`config.mk`:
```
export PLATFORM = sky130hd
export DESIGN_NAME = uart_rx_core_flat
export DESIGN_NICKNAME = d
export VERILOG_FILES = /design/src/rtl/uart_rx_if.sv /design/src/rtl/uart_rx_core.sv /design/src/flat_wrapper.sv
export SDC_FILE = /design/constraint.sdc
export NUM_CORES = 1
export LEC_CHECK = 0
export CORE_MARGIN = 2
export CORE_UTILIZATION = 61
export DETAILED_ROUTE_END_ITERATION = 6
export HOLD_SLACK_MARGIN = 0.08
export PLACE_DENSITY = 0.83
export SKIP_CTS_REPAIR_TIMING = 1
export SYNTH_ARGS = -nofsm -noshare
export SYNTH_HDL_FRONTEND = slang
export SYNTH_SLANG_ARGS = --single-unit
```
`constraint.sdc`:
```
create_clock -name clk -period 3.5 [get_ports clk]
set_clock_uncertainty 0.1 [all_clocks]
set_input_delay 0.525 -clock clk [delete_from_list [all_inputs] [get_ports clk]]
set_output_delay 0.525 -clock clk [all_outputs]
set_load 0.03 [all_outputs]
```
`src/rtl/uart_rx_if.sv`:
```
// Receiver-side bundle: serial line in, decoded byte and status strobes out.
// The receiver uses the slave view; the line driver/consumer uses the master view.
interface uart_rx_if;
  logic       rx;
  logic [7:0] data;
  logic       rx_valid;
  logic       frame_err;
  logic       busy;

  modport master (output rx, input data, rx_valid, frame_err, busy);
  modport slave  (input rx, output data, rx_valid, frame_err, busy);
endinterface

```
`src/rtl/uart_rx_core.sv`:
```
// 8N1 UART receiver: 2-flop synchroniser, oversampling tick generator and frame FSM.
// Emits each good byte with a 1-cycle rx_valid, and a 1-cycle frame_err on a low stop bit.
//
// state | meaning
// IDLE  | line idle, waiting for rx_s low
// START | timing to mid start bit, rejects glitches
// DATA  | sampling 8 data bits at mid bit, LSB first
// STOP  | sampling the stop bit
// BRK   | stop bit was low, waiting for the line to go high
module uart_rx_core #(
  parameter int CLK_FREQ   = 50_000_000,
  parameter int BAUD       = 115200,
  parameter int OVERSAMPLE = 16
) (
  input  logic     clk,
  input  logic     rst,
  uart_rx_if.slave bus
);

  localparam int DIV   = CLK_FREQ / (BAUD * OVERSAMPLE);
  localparam int DIV_W = (DIV > 1) ? $clog2(DIV) : 1;
  localparam int S_W   = $clog2(OVERSAMPLE);
  localparam logic [DIV_W-1:0] DIV_LAST = DIV_W'(DIV - 1);
  localparam logic [S_W-1:0]   S_MID    = S_W'(OVERSAMPLE / 2 - 1);
  localparam logic [S_W-1:0]   S_LAST   = S_W'(OVERSAMPLE - 1);

  typedef enum logic [2:0] {IDLE, START, DATA, STOP, BRK} state_t;

  state_t           state, state_n;
  logic             rx_m, rx_s;
  logic [DIV_W-1:0] div_cnt;
  logic             tick, clr_tick;
  logic [S_W-1:0]   s_cnt, s_cnt_n;
  logic [2:0]       bit_idx, bit_idx_n;
  logic [7:0]       shreg, shreg_n;
  logic [7:0]       data_n;
  logic             valid_n, ferr_n, busy_n;

  assign tick = (div_cnt == DIV_LAST);

  always_ff @(posedge clk or posedge rst) begin
    if (rst) begin
      rx_m <= 1'b1;
      rx_s <= 1'b1;
    end else begin
      rx_m <= bus.rx;
      rx_s <= rx_m;
    end
  end

  // Clearing on start detect aligns the sampling phase to the start edge.
  always_ff @(posedge clk or posedge rst) begin
    if (rst)                  div_cnt <= '0;
    else if (clr_tick || tick) div_cnt <= '0;
    else                      div_cnt <= div_cnt + 1'b1;
  end

  always_ff @(posedge clk or posedge rst) begin
    if (rst) begin
      state         <= IDLE;
      s_cnt         <= '0;
      bit_idx       <= '0;
      shreg         <= '0;
      bus.data      <= '0;
      bus.rx_valid  <= 1'b0;
      bus.frame_err <= 1'b0;
      bus.busy      <= 1'b0;
    end else begin
      state         <= state_n;
      s_cnt         <= s_cnt_n;
      bit_idx       <= bit_idx_n;
      shreg         <= shreg_n;
      bus.data      <= data_n;
      bus.rx_valid  <= valid_n;
      bus.frame_err <= ferr_n;
      bus.busy      <= busy_n;
    end
  end

  always_comb begin
    state_n   = state;
    s_cnt_n   = s_cnt;
    bit_idx_n = bit_idx;
    shreg_n   = shreg;
    data_n    = bus.data;
    valid_n   = 1'b0;
    ferr_n    = 1'b0;
    busy_n    = bus.busy;
    clr_tick  = 1'b0;
    case (state)
      IDLE: begin
        if (!rx_s) begin
          state_n  = START;
          s_cnt_n  = '0;
          clr_tick = 1'b1;
          busy_n   = 1'b1;
        end
      end
      START: begin
        if (tick) begin
          if (s_cnt == S_MID) begin
            s_cnt_n = '0;
            if (!rx_s) begin
              state_n   = DATA;
              bit_idx_n = '0;
            end else begin
              state_n = IDLE;
              busy_n  = 1'b0;
            end
          end else begin
            s_cnt_n = s_cnt + 1'b1;
          end
        end
      end
      DATA: begin
        if (tick) begin
          if (s_cnt == S_LAST) begin
            s_cnt_n   = '0;
            shreg_n   = {rx_s, shreg[7:1]};
            bit_idx_n = bit_idx + 3'd1;
            if (bit_idx == 3'd7) state_n = STOP;
          end else begin
            s_cnt_n = s_cnt + 1'b1;
          end
        end
      end
      STOP: begin
        if (tick) begin
          if (s_cnt == S_LAST) begin
            s_cnt_n = '0;
            if (rx_s) begin
              data_n  = shreg;
              valid_n = 1'b1;
              state_n = IDLE;
              busy_n  = 1'b0;
            end else begin
              ferr_n  = 1'b1;
              state_n = BRK;
            end
          end else begin
            s_cnt_n = s_cnt + 1'b1;
          end
        end
      end
      // A held-low line must not be re-read as a stream of zero frames.
      BRK: begin
        if (rx_s) begin
          state_n = IDLE;
          busy_n  = 1'b0;
        end
      end
      default: begin
        state_n = IDLE;
        s_cnt_n = '0;
        busy_n  = 1'b0;
      end
    endcase
  end

endmodule

```
`src/flat_wrapper.sv`:
```
// flat-port wrapper written by rule: the top's interface ports become plain ports
module uart_rx_core_flat 
#(
  parameter int CLK_FREQ   = 50_000_000,
  parameter int BAUD       = 115200,
  parameter int OVERSAMPLE = 16
)
  (clk, rst, bus_rx, bus_data, bus_rx_valid, bus_frame_err, bus_busy);
  uart_rx_if bus_i ();
  input  logic clk;
  input  logic rst;
  input wire logic [$bits(bus_i.rx)-1:0] bus_rx;
  output wire logic [$bits(bus_i.data)-1:0] bus_data;
  output wire logic [$bits(bus_i.rx_valid)-1:0] bus_rx_valid;
  output wire logic [$bits(bus_i.frame_err)-1:0] bus_frame_err;
  output wire logic [$bits(bus_i.busy)-1:0] bus_busy;
  assign bus_i.rx = bus_rx;
  assign bus_data = bus_i.data;
  assign bus_rx_valid = bus_i.rx_valid;
  assign bus_frame_err = bus_i.frame_err;
  assign bus_busy = bus_i.busy;
  uart_rx_core #(.CLK_FREQ(CLK_FREQ), .BAUD(BAUD), .OVERSAMPLE(OVERSAMPLE)) u_core (.clk(clk), .rst(rst), .bus(bus_i));
endmodule
```
==> key figures <==
Hold path
  – Hold path endpoint: u_core.rx_s$_DFF_PP1_
  – Worst Hold Depth: 0
  – Hold Path Origin: u_core.rx_m$_DFF_PP1_
  – Hold crit path type: flip-flop to flip-flop

Detailed routing
  – Via count: ~1.2k
  – Final WL: 3005 um
  – DR WL/cell: about 16 um
  – Post-route DRC: 0
  – Drt via density: between 6 and 7
  – First-pass DRT Iterations: 4
  – Initial DRC count: 48
  – Final ANT Viol Nets: 0

Worst setup path
  – RR Startpoint: u_core.div_cnt[0]$_DFF_PP0_
  – Slack of the worst reg-to-reg path: between 1 and 1.5 ns
  – Worst R2R Path Depth: 6
  – Setup crit end kind: flip-flop
  – R2R Path End: u_core.bus.data[6]$_DFFE_PP0P_
  – Kind of critical path: flip-flop to flip-flop
  – Critical Path RT: roughly 3.6 ns
  – CP max FO: 9
  – Worst path arrival time: approximately 2.3 ns
  – Startpoint Class: flip-flop

Clock tree
  – Root buffer cell: clkbuf_4
  – Htree depth: 2
  – Num CTS Buffers: 5
  – Clk pin slew, worst setup/hold paths: around 0.10 ns
  – Clk Latency, worst-skew pair: between 0.3 and 0.4 ns
  – CTS sink cnt: 36
  – CTS Buffer Depth: 2
  – TritonCTS clock tree: yes

Yosys
  – Mapped Nets: roughly 150
  – Syn avg cell area: ~12 um2
  – Most common cell in the netlist: dfrtp_1
  – Post-synth EDFFs: 0
  – Leading register cell type out of synthesis: dfrtp_1
  – Post-synthesis sequential area ratio: 53.52%
  – Netlist cell types: 39
  – Synthesis Warnings: 0
  – Asr flop ratio synth: between 90% and 100%
  – Top post-synthesis cells by area: dfrtp_1, mux2_2, ha_1
  – Cell Area, Synth: 1688 um2
  – Yosys top cell area share: between 50 and 60%
  – Synth Instances: about 140
  – Flops & latches, synth: 36
  – Synth area leader: dfrtp_1
  – Synth cell count leaders: dfrtp_1, mux2_2, nor2_1

Finish
  – Fill cells: between 200 and 250
  – Final instance area: 1884 um2
  – Nets: roughly 170
  – Synth-to-Final Area Change: 11.64%
  – Layout cells sized above 1: 20.13%
  – Antenna diodes: 0

Timing
  – Setup TNS: 0 ns
  – Slew Viols, Final: 0
  – Tcrit/Tclk final: a little over three fifths
  – Slew @ Worst Pin: between 0.6 and 0.7 ns
  – Final setup vio count: 0
  – RSZ-0062 raised after global routing: false
  – Fin worst setup slack: between 1 and 1.5 ns
  – Maximum clock frequency: 453.2 MHz
  – Hold_ws: ~0.26 ns
  – Rel. slew slack: between 50 and 60%
  – Final number of hold-violating endpoints: 0
  – Tmin final: around 2.2 ns

Die
  – Die W: 56.60 um
  – I/O pins: 14
  – Die Y: roughly 57 um
  – Core area: around 2700 um2
  – Die footprint: approximately 3200 um2
  – Core Rows: 19
  – Starting Density: 62.83%

Placement
  – Area after DPL: ~1800 um2
  – Pre-CTS WS: between 1 and 1.5 ns
  – Routability cong.: about 0.84
  – IO buf count: 13
  – DP HPWL: roughly 2100 um

Global routing
  – Largest net degree at the start of global routing: 21
  – Remaining global-route overflow: 0
  – First-pass GRT wire length: slightly above 5000 um
  – Antenna violations before repair: 0
  – GRT Total Usage: roughly a fifth
  – Vias in the first global route: roughly 1.1k

Power
  – PnR Total Power: about 660 uW
  – Worst VDD drop: around 0.33 mV
  – Cell area power density: between 300 and 400 nW/um2
  – Pleak: ~0.00088 uW

Flow run
  – Maxcap violations: 0

Outcome
  – Run status: finished, final reports clean
per-stage QoR:
stage | util [%] | std cells
2_1_floorplan | - | 143
3_3_place_gp | 67.86 | 182
3_5_place_dp | 67.86 | 182
4_1_cts | 70.14 | 190
5_1_grt | 70.14 | 190
6_report | 70.14 | 190
registers in the layout, summed over array words and instances, names as in the netlist:
signal                flops
u_core.bit_idx            3
u_core.bus.busy           1
u_core.bus.data           8
u_core.bus.frame_err      1
u_core.bus.rx_valid       1
u_core.div_cnt            5
u_core.rx_m               1
u_core.rx_s               1
u_core.s_cnt              4
u_core.shreg              8
u_core.state              3
layout make-up:
type	instances	area, um2	share of cell area, %
Tap cell	31	38.79	2.058
Clock inverter	2	10.01	0.5312
Clock buffer	6	51.30	2.722
Sequential cell	36	903.4	47.94
Timing Repair Buffer	14	137.6	7.304
Inverter	4	15.01	0.7968
Multi-Input combinational cell	97	728.2	38.65
worst max-delay path, stage by stage (launching register included):
cell     delay, ns
dfrtp_1       0.42
inv_1         0.07
ha_1          0.13
and4b_1       0.41
nand2_1       0.17
nor3_4        0.42
mux2_2        0.39
worst max-delay path by stage:
stage | slack (ns) | endpoint | start | cells past startpoint
CTS | 1.27 | u_core.bus.data[6]$_DFFE_PP0P_ | u_core.div_cnt[0]$_DFF_PP0_ | 6
floorplan | 1.60 | u_core.bus.data[0]$_DFFE_PP0P_ | u_core.div_cnt[0]$_DFF_PP0_ | 7
detailed placement | 1.28 | u_core.bus.data[2]$_DFFE_PP0P_ | u_core.div_cnt[0]$_DFF_PP0_ | 6
global placement | 1.37 | u_core.bus.data[0]$_DFFE_PP0P_ | u_core.div_cnt[0]$_DFF_PP0_ | 6
finish | 1.29 | u_core.bus.data[6]$_DFFE_PP0P_ | u_core.div_cnt[0]$_DFF_PP0_ | 6
global route | 1.15 | u_core.bus.data[6]$_DFFE_PP0P_ | u_core.div_cnt[0]$_DFF_PP0_ | 6
per-layer routing:
layer | share of wire, % | vias up | GRT usage, %
li1 | - | 542 | -
met1 | 43 | 568 | 27.53
met2 | 51 | 36 | 33.89
met3 | 4.4 | 5 | 6.221
met4 | 1.7 | 0 | 7.143
met5 | 0 | - | 0
kinds of logic after synthesis:
group / count (synthesis) / synth area share, %
simple gates: 50 / 17.12
flops: 36 / 53.52
compound gates: 20 / 8.303
mux: 18 / 11.93
buf+inv: 10 / 3.335
fa+ha+maj: 5 / 3.706
xor+xnor: 4 / 2.076
layout by cell type (no fill, tap or decap), types with 2 or more instances in the layout:
master / count
a21oi_1: 3
o21ai_0: 6
clkdlybuf4s50_1: 13
o41ai_1: 4
dfrtp_1: 34
ha_1: 5
nor3_1: 4
nor2_1: 11
nor2b_1: 3
mux2_2: 17
clkbuf_4: 5
dfstp_2: 2
inv_1: 4
nand3_1: 5
nor3b_1: 2
a22o_1: 2
or3_1: 2
xnor2_1: 2
xor2_1: 2
nand3b_1: 2
nand2b_1: 3
clkinv_2: 2
nand2_1: 8
power by group:
group / leakage (uW) / internal, uW / switching [uW]
sequential: 0.000466 / 418 / 1.62
clock: 0.0000380 / 95.6 / 136
combinational: 0.000376 / 3.82 / 9.27
(Power assumes the default switching activity.)
